--- config.mk ---
export PLATFORM = sky130hd
export DESIGN_NAME = arm_branch_predictor
export DESIGN_NICKNAME = d
export VERILOG_FILES = /design/src/rtl/arm_bp_pkg.sv /design/src/rtl/arm_bp_table.sv /design/src/rtl/arm_branch_predictor.sv
export SDC_FILE = /design/constraint.sdc
export NUM_CORES = 2
export LEC_CHECK = 0
export BUFFER_PORTS_ARGS = -buffer_cell sky130_fd_sc_hd__buf_2
export CORE_ASPECT_RATIO = 0.8
export CORE_MARGIN = 4
export CORE_UTILIZATION = 45
export CTS_BUF_LIST = sky130_fd_sc_hd__clkbuf_2 sky130_fd_sc_hd__clkbuf_4 sky130_fd_sc_hd__clkbuf_8
export DETAILED_ROUTE_END_ITERATION = 12
export PLACE_DENSITY_LB_ADDON = 0.2
export REMOVE_ABC_BUFFERS = 1
export SETUP_SLACK_MARGIN = 0.05
export SYNTH_ARGS = -nofsm -noshare
export SYNTH_HDL_FRONTEND = slang
export SYNTH_HIERARCHICAL = 1
export SYNTH_SLANG_ARGS = --single-unit
--- constraint.sdc ---
create_clock -name clk -period 5.9 [get_ports clk]
set_input_delay 0.59 -clock clk [delete_from_list [all_inputs] [get_ports clk]]
set_output_delay 0.59 -clock clk [all_outputs]
set_load 0.005 [all_outputs]
--- src/rtl/arm_bp_pkg.sv ---
// Shared types for the ARM branch predictor: 2-bit counter encoding, BTB entry layout
// and the update operations the E stage can request on the table.
package arm_bp_pkg;

   localparam int BP_PC_W  = 32;
   localparam int BP_TAG_W = BP_PC_W - 3;

   typedef enum logic [1:0] {
      SNT = 2'b00,
      WNT = 2'b01,
      WT  = 2'b10,
      ST  = 2'b11
   } bp_ctr_t;

   typedef enum logic [1:0] {
      BP_UPD_NONE  = 2'b00,
      BP_UPD_TRAIN = 2'b01,
      BP_UPD_ALLOC = 2'b10,
      BP_UPD_INVAL = 2'b11
   } bp_upd_t;

   // Tag and target are held at full width and zero-extended, so narrower
   // configurations still compare every stored bit.
   typedef struct packed {
      logic                valid;
      logic [BP_TAG_W-1:0] tag;
      logic [BP_PC_W-1:0]  target;
      bp_ctr_t             ctr;
   } bp_entry_t;

   function automatic bp_ctr_t bp_ctr_next(input bp_ctr_t ctr, input logic taken);
      bp_ctr_t nxt;
      nxt = ctr;
      if (taken && (ctr != ST)) begin
         nxt = bp_ctr_t'(ctr + 2'd1);
      end else if (!taken && (ctr != SNT)) begin
         nxt = bp_ctr_t'(ctr - 2'd1);
      end
      return nxt;
   endfunction

endpackage

--- src/rtl/arm_bp_table.sv ---
// Direct-mapped BTB storage: asynchronous lookup port for F, read-modify-write port for E.
module arm_bp_table
   import arm_bp_pkg::*;
#(
   parameter int ENTRIES = 16,
   parameter int IDX_W   = $clog2(ENTRIES)
) (
   input  logic                clk,
   input  logic                rst,
   input  logic [IDX_W-1:0]    f_idx_i,
   output bp_entry_t           f_entry_o,
   input  bp_upd_t             e_op_i,
   input  logic [IDX_W-1:0]    e_idx_i,
   input  logic [BP_TAG_W-1:0] e_tag_i,
   input  logic                e_taken_i,
   input  logic [BP_PC_W-1:0]  e_target_i
);

   bp_entry_t tbl_q [ENTRIES];
   bp_entry_t entry_d;

   // The F port reads the registered array, so a same-cycle update is not visible until the next cycle.
   assign f_entry_o = tbl_q[f_idx_i];

   always_comb begin
      entry_d = tbl_q[e_idx_i];
      unique case (e_op_i)
         BP_UPD_TRAIN: begin
            entry_d.ctr = bp_ctr_next(tbl_q[e_idx_i].ctr, e_taken_i);
            if (e_taken_i) begin
               entry_d.target = e_target_i;
            end
         end
         BP_UPD_ALLOC: begin
            entry_d.valid  = 1'b1;
            entry_d.tag    = e_tag_i;
            entry_d.target = e_target_i;
            entry_d.ctr    = WT;
         end
         BP_UPD_INVAL: begin
            entry_d.valid = 1'b0;
         end
         default: begin
         end
      endcase
   end

   always_ff @(posedge clk) begin
      if (rst) begin
         for (int i = 0; i < ENTRIES; i++) begin
            tbl_q[i].valid <= 1'b0;
            tbl_q[i].ctr   <= WNT;
         end
      end else if (e_op_i != BP_UPD_NONE) begin
         tbl_q[e_idx_i] <= entry_d;
      end
   end

endmodule

--- src/rtl/arm_branch_predictor.sv ---
// BTB-based dynamic branch predictor: predicts in F, carries the prediction through D/E,
// resolves in E, trains the table and keeps saturating performance counters.
module arm_branch_predictor
   import arm_bp_pkg::*;
#(
   parameter int ENTRIES = 16,
   parameter int PC_W    = 32,
   parameter int CNT_W   = 16
) (
   input  logic             clk,
   input  logic             rst,
   input  logic [PC_W-1:0]  PCF,
   input  logic             StallD,
   input  logic             FlushD,
   input  logic             FlushE,
   input  logic             BranchE,
   input  logic             BranchTakenE,
   input  logic [PC_W-1:0]  ALUResultE,
   output logic             PredTakenF,
   output logic [PC_W-1:0]  PredTargetF,
   output logic             MispredictE,
   output logic [PC_W-1:0]  RedirectPCE,
   output logic [CNT_W-1:0] BranchCount,
   output logic [CNT_W-1:0] MispredictCount
);

   localparam int IDX_W = $clog2(ENTRIES);
   localparam int TAG_W = PC_W - IDX_W - 2;

   typedef struct packed {
      logic [PC_W-1:0] pc;
      logic            pred_taken;
      logic [PC_W-1:0] pred_target;
      logic            hit;
   } pred_reg_t;

   logic [IDX_W-1:0] idx_f;
   logic [TAG_W-1:0] tag_f;
   logic [IDX_W-1:0] idx_e;
   logic [TAG_W-1:0] tag_e;
   bp_entry_t        ent_f;
   logic             hit_f;
   bp_upd_t          upd_op;

   pred_reg_t pipe_f;
   pred_reg_t pipe_d_d, pipe_d_q;
   pred_reg_t pipe_e_d, pipe_e_q;

   logic [CNT_W-1:0] bcnt_d, bcnt_q;
   logic [CNT_W-1:0] mcnt_d, mcnt_q;

   assign idx_f = PCF[IDX_W+1:2];
   assign tag_f = PCF[PC_W-1:IDX_W+2];
   assign idx_e = pipe_e_q.pc[IDX_W+1:2];
   assign tag_e = pipe_e_q.pc[PC_W-1:IDX_W+2];

   arm_bp_table #(
      .ENTRIES (ENTRIES)
   ) u_table (
      .clk        (clk),
      .rst        (rst),
      .f_idx_i    (idx_f),
      .f_entry_o  (ent_f),
      .e_op_i     (upd_op),
      .e_idx_i    (idx_e),
      .e_tag_i    (BP_TAG_W'(tag_e)),
      .e_taken_i  (BranchTakenE),
      .e_target_i (BP_PC_W'(ALUResultE))
   );

   assign hit_f       = ent_f.valid && (ent_f.tag == BP_TAG_W'(tag_f));
   assign PredTakenF  = hit_f && ent_f.ctr[1];
   assign PredTargetF = PredTakenF ? ent_f.target[PC_W-1:0] : (PCF + PC_W'(4));

   always_comb begin
      pipe_f.pc          = PCF;
      pipe_f.pred_taken  = PredTakenF;
      pipe_f.pred_target = PredTargetF;
      pipe_f.hit         = hit_f;
   end

   always_comb begin
      pipe_d_d = pipe_d_q;
      if (FlushD) begin
         pipe_d_d = '0;
      end else if (!StallD) begin
         pipe_d_d = pipe_f;
      end
      pipe_e_d = FlushE ? '0 : pipe_d_q;
   end

   // A predicted-taken non-branch is a stale or aliased entry and must be undone.
   always_comb begin
      MispredictE = 1'b0;
      if (BranchE) begin
         MispredictE = (pipe_e_q.pred_taken != BranchTakenE) ||
                       (pipe_e_q.pred_taken && BranchTakenE &&
                        (pipe_e_q.pred_target != ALUResultE));
      end else begin
         MispredictE = pipe_e_q.pred_taken;
      end
   end

   assign RedirectPCE = (BranchE && BranchTakenE) ? ALUResultE : (pipe_e_q.pc + PC_W'(4));

   always_comb begin
      upd_op = BP_UPD_NONE;
      if (BranchE) begin
         if (pipe_e_q.hit) begin
            upd_op = BP_UPD_TRAIN;
         end else if (BranchTakenE) begin
            upd_op = BP_UPD_ALLOC;
         end
      end else if (pipe_e_q.pred_taken) begin
         upd_op = BP_UPD_INVAL;
      end
   end

   always_comb begin
      bcnt_d = bcnt_q;
      mcnt_d = mcnt_q;
      if (BranchE && (bcnt_q != '1)) begin
         bcnt_d = bcnt_q + CNT_W'(1);
      end
      if (MispredictE && (mcnt_q != '1)) begin
         mcnt_d = mcnt_q + CNT_W'(1);
      end
   end

   always_ff @(posedge clk) begin
      if (rst) begin
         pipe_d_q <= '0;
         pipe_e_q <= '0;
         bcnt_q   <= '0;
         mcnt_q   <= '0;
      end else begin
         pipe_d_q <= pipe_d_d;
         pipe_e_q <= pipe_e_d;
         bcnt_q   <= bcnt_d;
         mcnt_q   <= mcnt_d;
      end
   end

   assign BranchCount     = bcnt_q;
   assign MispredictCount = mcnt_q;

endmodule
==> run summary <==
Status: complete, no violations
Layout cell share with drive strength beyond 1: 35.23%
Final Hold Fails: 0
Pwr Total: 0.01785 W
Logic pwr share: 6.9%
Setup TNS: 0 ns
First-pass GRT wire length: 251.9 mm
CTS tree: built
CTS root buf: clkbuf_8
# IOs: 169
RSZ-0062 raised after global routing: no
Fmax: 180.5 MHz
Die Wd: 402.5 um
Post-Syn Instances: 3199
Switching Share: 23.29%
Rows: 115
H-tree Lvls: 4
CTS Sinks: 1188
Synth warn: 6
Syn avg cell area: 17.51 um2
Antenna Violating Nets Remaining: 0
Crit path arrival time: 4.95 ns
Clk slew on worst S/H paths: 0.06 ns
Grt peak-use layer: met2
Layout area overhead: 12.60%
Static Leak: 20.13 nW
Crit Path Category: in2out
Max Cap Viol: 0
I/O Buffers: 168
Remaining DRCs: 0
Clock skew: 0.04580 ns
Clock share of power: 41.2%
Vias in the first global route: 34610
Required @ worst endpoint: 5.31 ns
Worst vdd ir: 0.2302 mV
Measured slew at the worst slew-check pin: 1.397 ns
Total grt overflow: 0
Rel. slew slack: 6.837%
Clock Latency Late Sink: 0.91 ns
Cts bufs inserted: 187
Drt pass-1 iters: 6
Met3 usage: 7.917%
Final nets: 3510
Full die area: 0.1303 mm2
Internal power: 0.01369 W
Endpoints failing setup: 0
Worst Setup End Kind: primary output
Power Density: 282.9 mW/mm2
Synth Cell Area: 0.05603 mm2
Initial antenna violation count: 17
Routed wire length: 176.3 mm
Switching power total: 0.004157 W
Gp weighted congestion: 0.8958
Setup crit start kind: input pin
Met1 Use GR: 38.52%
Finished Core Util: 51.16%
Fin. max-slew vios: 0
Largest net degree at the start of global routing: 109
Min Tclk post-route: 5.540 ns
Iter 0 DRT Violations: 4787
GRT Total Usage: 27.08%
Max Fanout on Critical Path: 33
Core area: 0.1233 mm2
Dpl hpwl: 108.7 mm
Vias post-DR: 34610
Initial Utilization: 45.44%
Final period util: 93.90%
Reg power frac: 51.9%
Die Ht: 323.6 um
Worst hold path type: in2reg
Max clock buf depth: 3
WL per Instance: 33.68 um
Met2 Usage GRT: 40.33%
Vias per inst: 6.611
[through the flow]
stage	instances	cell area, um2	worst slack (ns)	hold slack [ns]
final	5235	63090	0.3600	0.1093
after detailed placement	4870	59070	0.2275	0.4423
after global routing	5228	63070	0.09355	0.09552
after CTS	5223	63050	0.2260	0.01074
after floorplan	2965	54950	-6.340	0.4294
after global placement	4870	59070	0.2360	0.4368
[per-layer routing]
metal / vias up / part of all wire, % / wire, um
met5: - / 0.0074 / 13
met4: 2 / 3.0 / 5258
met1: 18190 / 40 / 70340
met2: 2369 / 45 / 78710
li1: 13710 / - / -
met3: 346 / 12 / 21990
[worst max-delay path, cell delays in order]
cell and delay [ns]:
buf_8 0.31, buf_12 0.33, mux4_2 0.53, mux4_2 0.49, xnor2_1 0.25, nand4_1 0.37
nor4_2 0.50, nand3_2 0.58, buf_4 0.44, nor2_1 0.12, a21oi_1 0.05, buf_2 0.16
[final timing paths]
| kind | slack [ns] | startpoint | cells past startpoint | to |
|---|---|---|---|---|
| max | 0.36 | PCF[2] | 12 | PredTargetF[17] |
| max reg2reg | 1.62 | idx_e[0]$_SDFF_PP0_ | 10 | u_table/tbl_q[12][1]$_SDFFCE_PN0P_ |
| min reg2reg | 0.45 | pipe_d_q[37]$_SDFFE_PP0N_ | 1 | idx_e[1]$_SDFF_PP0_ |
| min | 0.11 | PCF[29] | 3 | pipe_d_q[63]$_SDFFE_PP0N_ |
[cell type report]
class / instances / area (um2)
Antenna cell: 12 / 30.03
Clock buffer: 262 / 3206
Clock inverter: 83 / 693.2
Fill cell: 9901 / 60220
Inverter: 62 / 272.8
Multi-Input combinational cell: 1715 / 20750
Sequential cell: 1188 / 34040
Tap cell: 1638 / 2049
Timing Repair Buffer: 275 / 2046
[sequential cells by signal, indices dropped and copies added, names as in the netlist]
signal and cells:
BranchCount 16, MispredictCount 16, idx_e 4, pipe_d_q 66, pipe_e_q 62, u_table/tbl_q 1024
[cells in the final DEF (no fill, tap or decap), types with 36 or more instances in the layout]
cell type,instances
xor2_1,74
edfxtp_1,1024
buf_2,163
o21ai_0,36
mux2i_1,115
xnor2_1,55
clkbuf_8,198
nor2_1,106
o22ai_1,61
a21oi_1,95
and2_1,74
mux2_2,66
buf_4,73
dfxtp_1,161
clkbuf_4,64
nand4_1,36
clkinv_1,36
nand3_1,61
nand2_1,91
inv_1,45
mux4_2,565
[repair_timing]
action / CTS / global route
hold buffers: 8 / 0
endpoints found under the setup margin: 0 / 24
setup buffers: 0 / 0
endpoints found under the hold margin: 9 / 0
gates resized for setup: 0 / 1
[power groups by stage]
| stage | Sequential, W | Combinational (W) | Clock (W) |
|---|---|---|---|
| 3_3_place_gp | 0.00943 | 0.00119 | 0 |
| 3_5_place_dp | 0.00943 | 0.00121 | 0 |
| 6_report | 0.00925 | 0.00123 | 0.00736 |
| 2_1_floorplan | 0.00943 | 0.000653 | 0 |
| 4_1_cts | 0.00925 | 0.00122 | 0.00749 |
| 5_1_grt | 0.00925 | 0.00130 | 0.00789 |
(Power assumes the default switching activity.)
